<file path="config.mk">
export PLATFORM = sky130hd
export DESIGN_NAME = data_memory_responder
export DESIGN_NICKNAME = d
export VERILOG_FILES = /design/src/rtl/data_memory_responder.sv
export SDC_FILE = /design/constraint.sdc
export NUM_CORES = 1
export LEC_CHECK = 0
export BUFFER_PORTS_ARGS = -buffer_cell sky130_fd_sc_hd__buf_2
export CAP_MARGIN = 20
export CORE_UTILIZATION = 45
export DETAILED_ROUTE_END_ITERATION = 10
export GPL_TIMING_DRIVEN = 0
export HOLD_SLACK_MARGIN = 0.02
export SYNTH_ARGS = -nofsm -noshare
export SYNTH_HDL_FRONTEND = slang
export SYNTH_SLANG_ARGS = --single-unit
</file>
<file path="constraint.sdc">
create_clock -name clock -period 2 [get_ports clock]
set_input_delay 0.2 -clock clock [delete_from_list [all_inputs] [get_ports clock]]
set_output_delay 0.2 -clock clock [all_outputs]
set_load 0.005 [all_outputs]
</file>
<file path="src/rtl/data_memory_responder.sv">
// -----------------------------------------------------------------------------
// data_memory_responder
//
// Word-addressed data memory with a fixed, parameterised response latency.
// A load or store is accepted in IDLE, its address, data and operation are
// latched, and the operation commits LATENCY edges later. Ready then pulses
// for one cycle and the responder returns to IDLE. Requests presented while
// Busy is high are dropped, not queued.
//
// Parameters
//   NBITS   : data width and byte-address width
//   NWORDS  : number of memory words (at most 2^(NBITS-2))
//   LATENCY : edges from acceptance to commit (at least 1)
//
// Ports
//   clock     : rising-edge clock
//   reset     : asynchronous active-low reset
//   Address   : word index, i.e. byte address bits [NBITS-1:2]
//   WriteData : store data
//   MemWrite  : store request (wins when MemRead is also set)
//   MemRead   : load request
//   ReadData  : registered load result, updated only on a read commit
//   Ready     : one-cycle completion pulse
//   Busy      : operation in progress; new requests are ignored
// -----------------------------------------------------------------------------
module data_memory_responder #(
  parameter int unsigned NBITS   = 8,
  parameter int unsigned NWORDS  = 64,
  parameter int unsigned LATENCY = 2
) (
  input  logic             clock,
  input  logic             reset,
  input  logic [NBITS-3:0] Address,
  input  logic [NBITS-1:0] WriteData,
  input  logic             MemWrite,
  input  logic             MemRead,
  output logic [NBITS-1:0] ReadData,
  output logic             Ready,
  output logic             Busy
);

  localparam int unsigned   CW       = (LATENCY > 1) ? $clog2(LATENCY) : 1;
  localparam int unsigned   IW       = (NWORDS > 1) ? $clog2(NWORDS) : 1;
  localparam logic [CW-1:0] CNT_LOAD = CW'(LATENCY - 1);

  typedef enum logic [1:0] {
    IDLE,
    WAIT,
    DONE
  } state_t;

  state_t state;
  state_t state_nxt;

  logic [CW-1:0]    cnt;
  logic [NBITS-3:0] lat_addr;
  logic [NBITS-1:0] lat_data;
  logic             lat_wr;

  logic [NBITS-1:0] mem [NWORDS];

  logic             accept;
  logic             commit;
  logic             in_range;
  logic [IW-1:0]    idx;

  // Range check uses the full latched index so that out-of-range addresses
  // never alias onto a real word through the truncated array index.
  assign in_range = (32'(lat_addr) < NWORDS);
  assign idx      = lat_addr[IW-1:0];

  // ---------------------------------------------------------------------------
  // FSM: state register
  // ---------------------------------------------------------------------------
  always_ff @(posedge clock or negedge reset) begin
    if (!reset) begin
      state <= IDLE;
    end else begin
      state <= state_nxt;
    end
  end

  // ---------------------------------------------------------------------------
  // FSM: next state and control strobes
  // ---------------------------------------------------------------------------
  always_comb begin
    state_nxt = state;
    accept    = 1'b0;
    commit    = 1'b0;
    case (state)
      IDLE: begin
        if (MemWrite || MemRead) begin
          accept    = 1'b1;
          state_nxt = WAIT;
        end
      end
      WAIT: begin
        if (cnt == '0) begin
          commit    = 1'b1;
          state_nxt = DONE;
        end
      end
      DONE: begin
        state_nxt = IDLE;
      end
      default: begin
        state_nxt = IDLE;
      end
    endcase
  end

  always_comb begin
    Ready = (state == DONE);
    Busy  = (state != IDLE);
  end

  // ---------------------------------------------------------------------------
  // Request latch and latency counter
  // ---------------------------------------------------------------------------
  always_ff @(posedge clock or negedge reset) begin
    if (!reset) begin
      cnt      <= '0;
      lat_addr <= '0;
      lat_data <= '0;
      lat_wr   <= 1'b0;
    end else if (accept) begin
      cnt      <= CNT_LOAD;
      lat_addr <= Address;
      lat_data <= WriteData;
      lat_wr   <= MemWrite;
    end else if ((state == WAIT) && (cnt != '0)) begin
      cnt <= cnt - CW'(1);
    end
  end

  // ---------------------------------------------------------------------------
  // Storage array; out-of-range writes are discarded
  // ---------------------------------------------------------------------------
  always_ff @(posedge clock or negedge reset) begin
    if (!reset) begin
      for (int unsigned i = 0; i < NWORDS; i++) begin
        mem[i] <= '0;
      end
    end else if (commit && lat_wr && in_range) begin
      mem[idx] <= lat_data;
    end
  end

  // ---------------------------------------------------------------------------
  // Load result; out-of-range reads return zero
  // ---------------------------------------------------------------------------
  always_ff @(posedge clock or negedge reset) begin
    if (!reset) begin
      ReadData <= '0;
    end else if (commit && !lat_wr) begin
      ReadData <= in_range ? mem[idx] : '0;
    end
  end

endmodule
</file>
==> results of run 1 <==
==> per-stage QoR <==
| stage | setup slack (ns) | setup TNS (ns) | cells | util, % | hold slack (ns) |
|---|---|---|---|---|---|
| 3_3_place_gp | -10.33 | -6088.29 | 2546 | 47.5 | 0.433 |
| 6_report | -0.706 | -48.33 | 2764 | 57.3 | -0.485 |
| 4_1_cts | -0.655 | -54.50 | 2715 | 54.9 | -0.465 |
| 5_1_grt | -0.670 | -51.02 | 2763 | 57.2 | -0.437 |
| 3_5_place_dp | -1.88 | -590.68 | 2559 | 48.0 | 0.196 |
| 2_1_floorplan | -0.0451 | -1.27 | 1823 | - | -0.0956 |
==> per-layer routing <==
layer	share of wire [%]	GRT usage, %	up-vias
li1	-	-	7214
met1	39	47.9	9608
met2	44	53.6	1065
met3	10	8.33	341
met4	6.4	19.4	4
met5	0.12	0	-
==> timing repair <==
item,4_1_cts,5_1_grt
setup buffers,44,47
setup endpoints to repair,526,496
endpoints found under the hold margin,86,70
gates resized for setup,358,176
pin swaps,33,35
gates cloned,0,3
==> cell type report <==
class / count / area share [%]
Antenna cell: 2 / 0.0162
Buffer: 130 / 4.25
Clock buffer: 85 / 5.38
Clock inverter: 20 / 0.742
Inverter: 5 / 0.0892
Multi-Input combinational cell: 1137 / 37.9
Sequential cell: 538 / 43.6
Tap cell: 696 / 2.82
Timing Repair Buffer: 151 / 5.21
==> synth_stat cells, types with 4 or more instances <==
library cell                number
sky130_fd_sc_hd__nor2_1         45
sky130_fd_sc_hd__a221o_1        12
sky130_fd_sc_hd__a22oi_1        38
sky130_fd_sc_hd__a221oi_1       68
sky130_fd_sc_hd__o22ai_1        21
sky130_fd_sc_hd__mux2_2        556
sky130_fd_sc_hd__mux2_1         17
sky130_fd_sc_hd__o22a_1          4
sky130_fd_sc_hd__dfrtp_1       538
sky130_fd_sc_hd__nor3_1          9
sky130_fd_sc_hd__a22o_1         14
sky130_fd_sc_hd__and2_1          5
sky130_fd_sc_hd__mux2i_1        53
sky130_fd_sc_hd__buf_4           9
sky130_fd_sc_hd__o21ai_0        28
sky130_fd_sc_hd__buf_2          37
sky130_fd_sc_hd__clkbuf_1       89
sky130_fd_sc_hd__nand2b_1        4
sky130_fd_sc_hd__nor2_2         19
sky130_fd_sc_hd__nor2b_1         7
sky130_fd_sc_hd__nand3_1         4
sky130_fd_sc_hd__a211oi_1        4
sky130_fd_sc_hd__and3b_1         4
sky130_fd_sc_hd__o2bb2ai_1       4
sky130_fd_sc_hd__a21oi_1        48
sky130_fd_sc_hd__nand2_1        91
sky130_fd_sc_hd__a31oi_1        10
sky130_fd_sc_hd__buf_1           5
sky130_fd_sc_hd__mux4_2         18
sky130_fd_sc_hd__nor3b_1         4
==> cell usage in the layout (no fill, tap or decap), types with 26 or more instances in the layout <==
cell                        Yosys  layout
sky130_fd_sc_hd__a21oi_1       48      37
sky130_fd_sc_hd__a221oi_1      68      47
sky130_fd_sc_hd__a22oi_1       38      33
sky130_fd_sc_hd__buf_12         0      37
sky130_fd_sc_hd__buf_2         37      27
sky130_fd_sc_hd__buf_4          9      73
sky130_fd_sc_hd__clkbuf_1      89      62
sky130_fd_sc_hd__clkbuf_16      0      60
sky130_fd_sc_hd__dfrtp_1      538     535
sky130_fd_sc_hd__mux2_2       556     533
sky130_fd_sc_hd__mux2i_1       53      46
sky130_fd_sc_hd__nand2_1       91      32
sky130_fd_sc_hd__nand2_2        0      26
sky130_fd_sc_hd__nand2_4        0      26
sky130_fd_sc_hd__nor2_1        45      33
sky130_fd_sc_hd__nor2_4         0      26
==> state kept, by name, indices dropped and copies added (netlist names) <==
name      cells
mem         512
ReadData      8
lat_data      8
idx           6
state         2
cnt           1
lat_wr        1
==> critical path, stage by stage, from the launching register on <==
cell                      delay (ns)
sky130_fd_sc_hd__dfrtp_1        0.39
sky130_fd_sc_hd__buf_8          0.16
sky130_fd_sc_hd__buf_12         0.16
sky130_fd_sc_hd__inv_4          0.16
sky130_fd_sc_hd__buf_8          0.20
sky130_fd_sc_hd__buf_8          0.19
sky130_fd_sc_hd__mux2i_4        0.36
sky130_fd_sc_hd__o22ai_2        0.11
sky130_fd_sc_hd__nor4b_2        0.33
sky130_fd_sc_hd__o211a_1        0.34
sky130_fd_sc_hd__a31oi_1        0.12
==> final timing paths <==
path	endpoint	startpoint	cells after the start
min in group clock	lat_data[0]$_DFFE_PN0P_	WriteData[0]	3
worst min register to register	mem[321]$_DFFE_PN0P_	mem[321]$_DFFE_PN0P_	1
max in group asynchronous	mem[357]$_DFFE_PN0P_	reset	4
worst min-delay path	mem[89]$_DFFE_PN0P_	reset	1
worst max-delay path	ReadData[1]$_DFFE_PN0P_	idx[1]$_DFFE_PN0P_	10
worst max register to register	ReadData[1]$_DFFE_PN0P_	idx[1]$_DFFE_PN0P_	10
==> cells by family after synthesis <==
logic type | synth area share [%]
simple gates | 4.13
mux | 30.0
compound gates | 8.39
buf+inv | 2.68
flops | 54.8
==> power breakdown <==
part / internal (mW) / total, mW / switching, mW
clock: 6.25 / 10.8 / 4.60
combinational: 8.79 / 23.2 / 14.4
sequential: 14.0 / 16.1 / 2.10
==> results.toml, run 1 <==
[status]
status = "complete, but fails checks"
violations_in_the_final_reports = "hold timing, setup timing"

[synth]
number_of_cells_produced_by_synthesis = 1823
async_flop_share_pct = 100
synth_seq_area_share_pct = 54.8
yosysTopAreaCellShare_pct = 54.8
yosysWarningCount = 0
synth.largest_area_cell = "sky130_fd_sc_hd__dfrtp_1"
ys_ff_latch = 538
synth_edf_count = 0
synthesized_area_sq_um = 24600
postSynthAreaPerCell_sq_um = 13.5
synth_fp_nets = 1841
main_area_contributors_after_synthesis = "sky130_fd_sc_hd__dfrtp_1, sky130_fd_sc_hd__mux2_2, sky130_fd_sc_hd__a221oi_1"
synth_top_flop_cell = "sky130_fd_sc_hd__dfrtp_1"
yosysUniqueCellTypes = 63

[sta]
timing.slew.headroom_pct = 33.7
timing.final.setup_violations = 436
post-route-worst-setup-slack_ns = -0.706
fin_worst_skew_ns = 0.0358
drv_slew = 0
final-hold-violation-count = 118
finalCriticalPeriod_ns = 2.71
unrepaired_setup_endpoints_after_global_routing = "yes"
timing.final.crit_share_pct = 135
tightest_slew_ns = 0.995
max_clock_freq_ghz = 0.370
finalHoldWorstSlack_ns = -0.485

[power_and_ir_drop]
total_power_after_layout_mw = 50.1
ir_drop_v = 0.000866
leak_nw = 14.8
total_power_divided_by_cell_area_nw_per_um2 = 1620

[placement]
io_buffer_count = 27
gp_congestion = 0.997
dpl_wire_length_mm = 65.2
detailed_place.area_sq_um = 25900

[setup_path]
worst_ep_required_time_ns = 2.51
critical_path.max_fanout = 10
regToRegSetupSlack_ns = -0.71
crit_path_end_kind = "register"
arrival_ns = 3.22
setup.worst_path.class = "register to register"
critical_path.startpoint_type = "register"

[grt]
largest_net_degree_at_the_start_of_global_routing = 121
grt.total_usage_pct = 35.7
grt_antenna_before_repair = 2
grt_overflow_total = 0
grt_pass1_vias = 18418
grt_pass1_wl_mm = 139

[clocking]
cts_inserted_buffers = 57
clock_pin_slew_of_the_registers_on_the_worst_case_setup_and_hold_paths_ns = 0.07
root_buffer = "sky130_fd_sc_hd__clkbuf_16"
cts_buffer_depth = 3
cts_max_level = 2
clkLatencyLatePin_ns = 0.65
cts_tree = "done"
post_cts_hold_buffer_count = 17
cts.sinks = 538

[drt]
postRouteAntennaNets = 0
drc = 0
totalWireLength_mm = 99.3
violation_count_after_the_first_detailed_routing_iteration = 2215
detail_route.first_pass.iterations = 6
route.detailed.wl_per_inst_um = 35.9
viasPerCell = 6.60
vias = 18232

[final_layout]
multiInputGateArea_sq_um = 11700
area_delta_synth_final_pct = 25.6
final_nets = 2038
design_area_sq_um = 30900
final_layout_size_suffix_gt1_share_pct = 52.0
layout.filler_cells = 4283
regArea_sq_um = 13500

[die]
fp.dieH_um = 236
fp.dieW_um = 236
initial_core_util_pct = 45.6
io-pin-count = 28
num_rows = 85
fp.coreArea_sq_um = 53900
floorplan.die_area_sq_um = 55600

[job]
max_cap_violations = 0

[hold_path]
min-delay-path-class = "input pin to asynchronous set/reset pin"
Power figures use the tool's default switching activity.
==> run 2, diff against run 1 <==
--- a/config.mk
+++ b/config.mk
@@ -11,6 +11,7 @@
 export DETAILED_ROUTE_END_ITERATION = 10
 export GPL_TIMING_DRIVEN = 0
 export HOLD_SLACK_MARGIN = 0.02
+export SKIP_CTS_REPAIR_TIMING = 1
 export SYNTH_ARGS = -nofsm -noshare
 export SYNTH_HDL_FRONTEND = slang
 export SYNTH_SLANG_ARGS = --single-unit
==> results.toml, run 2 (synthesized netlist as in run 1, its figures left out) <==
[placement]
post-place-cells = 2559
io_buffer_count = 27
dpl_wire_length_mm = 65.2
gp_congestion = 0.997
detailed_place.area_sq_um = 25900

[final_layout]
final_core_utilization_pct = 56.7
mostFrequentLayoutCells = "sky130_fd_sc_hd__mux2_2, sky130_fd_sc_hd__dfrtp_1, sky130_fd_sc_hd__buf_4"
final_nets = 2032
largest-register = "mem"
largest_reg_flops = 512
mostFrequentLayoutCell = "sky130_fd_sc_hd__mux2_2"
post_route_non_filler_standard_cell_count = 2758
final_layout_size_suffix_gt1_share_pct = 50.6
area_delta_synth_final_pct = 24.4
reg.largest.list = "mem (512), ReadData (8), lat_data (8)"
design_area_sq_um = 30600

[sta]
final.setup.tns_ns = -84.73
finalCriticalPeriod_ns = 2.87
unrepaired_setup_endpoints_after_global_routing = "yes"
timing.final.setup_violations = 451
timing.final.crit_share_pct = 143
drv_slew = 0
final-hold-violation-count = 116
max_clock_freq_ghz = 0.349
fin_worst_skew_ns = 0.0358
tightest_slew_ns = 1.02
timing.slew.headroom_pct = 32.1
post-route-worst-setup-slack_ns = -0.869
finalHoldWorstSlack_ns = -0.484

[power_and_ir_drop]
leak_nw = 14.5
total_power_divided_by_cell_area_nw_per_um2 = 1630
ir_drop_v = 0.000879

[drt]
drc = 0
route.detailed.wl_per_inst_um = 35.6
postRouteAntennaNets = 0
viasPerCell = 6.56
violation_count_after_the_first_detailed_routing_iteration = 2003
detail_route.first_pass.iterations = 7
vias = 18103
totalWireLength_mm = 98.1

[job]
max_cap_violations = 0

[die]
fp.coreArea_sq_um = 53900
initial_core_util_pct = 45.6
io-pin-count = 28
fp.dieH_um = 236
floorplan.die_area_sq_um = 55600
fp.dieW_um = 236
num_rows = 85

[grt]
grt_overflow_total = 0
grt_pass1_wl_mm = 136
grt_antenna_before_repair = 3
grt_pass1_vias = 17994
largest_net_degree_at_the_start_of_global_routing = 121
grt.total_usage_pct = 35.0

[setup_path]
crit_path_end_kind = "register"
critical_path.startpoint_type = "register"
setup.worst_path.class = "register to register"
crit_chain = "buf_8 -> buf_16 -> buf_16 -> mux4_2 -> o211ai_1 -> nand4_1 -> nor4_2 -> a31oi_1"
cp_common_cell = "sky130_fd_sc_hd__buf_16"
arrival_ns = 3.37
crit_slowest_cell = "sky130_fd_sc_hd__mux4_2"
worst_path_largest_cell_delay_ns = 0.57
critical_path.max_fanout = 8
worst_ep_required_time_ns = 2.50

[clocking]
cts_max_level = 2
cts_inserted_buffers = 57
clkLatencyLatePin_ns = 0.66
cts.sinks = 538
root_buffer = "sky130_fd_sc_hd__clkbuf_16"
cts_buffer_depth = 3
cts_tree = "done"
clock_pin_slew_of_the_registers_on_the_worst_case_setup_and_hold_paths_ns = 0.07

[status]
status = "complete, but fails checks"
violations_in_the_final_reports = "hold timing, setup timing"

[hold_path]
min-delay-path-class = "input pin to asynchronous set/reset pin"
[run 2: worst paths after layout]
path,startpoint,endpoint,slack (ns),depth (start not counted)
worst max register to register,idx[0]$_DFFE_PN0P_,ReadData[2]$_DFFE_PN0P_,-0.87,8
worst max-delay path,idx[0]$_DFFE_PN0P_,ReadData[2]$_DFFE_PN0P_,-0.87,8
max in group asynchronous,reset,mem[328]$_DFFE_PN0P_,0.56,4
worst min-delay path,reset,mem[89]$_DFFE_PN0P_,-0.48,1
min in group clock,WriteData[6],lat_data[6]$_DFFE_PN0P_,0.32,3
worst min register to register,mem[321]$_DFFE_PN0P_,mem[321]$_DFFE_PN0P_,0.49,1
[run 2: cell type report]
cell class / instances / area [sq um]
well taps: 696 / 871
repair buffers: 145 / 1490
clock buffers: 85 / 1660
clock inverters: 20 / 229
multi-input cells: 1137 / 11500
diodes: 2 / 5.00
fillers: 4312 / 23300
flip-flops and latches: 538 / 13500
plain buffers: 130 / 1330
inverters: 5 / 25.0
[run 2: power breakdown]
group          switching [mW]  internal (mW)  total (mW)
clock                    4.63           6.25        10.9
sequential               2.21           14.0        16.2
combinational            14.1           8.87        23.0
[run 2: worst max-delay path: cells and delay by family, from the launching register on]
kind                   cells  cell delay (ns)
DFF                        1             0.42
and+or+nand+nor            2             0.65
buffers and inverters      3             0.50
muxes                      1             0.57
AOI/OAI and AO/OA          2             0.53
[run 2: through the flow]
step	worst slack (ns)	power (mW)
after floorplan	-0.0451	24.6
after global placement	-10.33	33.0
after detailed placement	-1.88	33.6
after CTS	-1.93	44.4
after global routing	-0.760	51.0
final	-0.869	50.0
[run 2: per-layer routing]
metal	global-route usage [%]	share of wire, %
met1	46.8	40
met2	51.7	44
met3	9.08	9.8
met4	20.2	6.5
met5	0	0.054
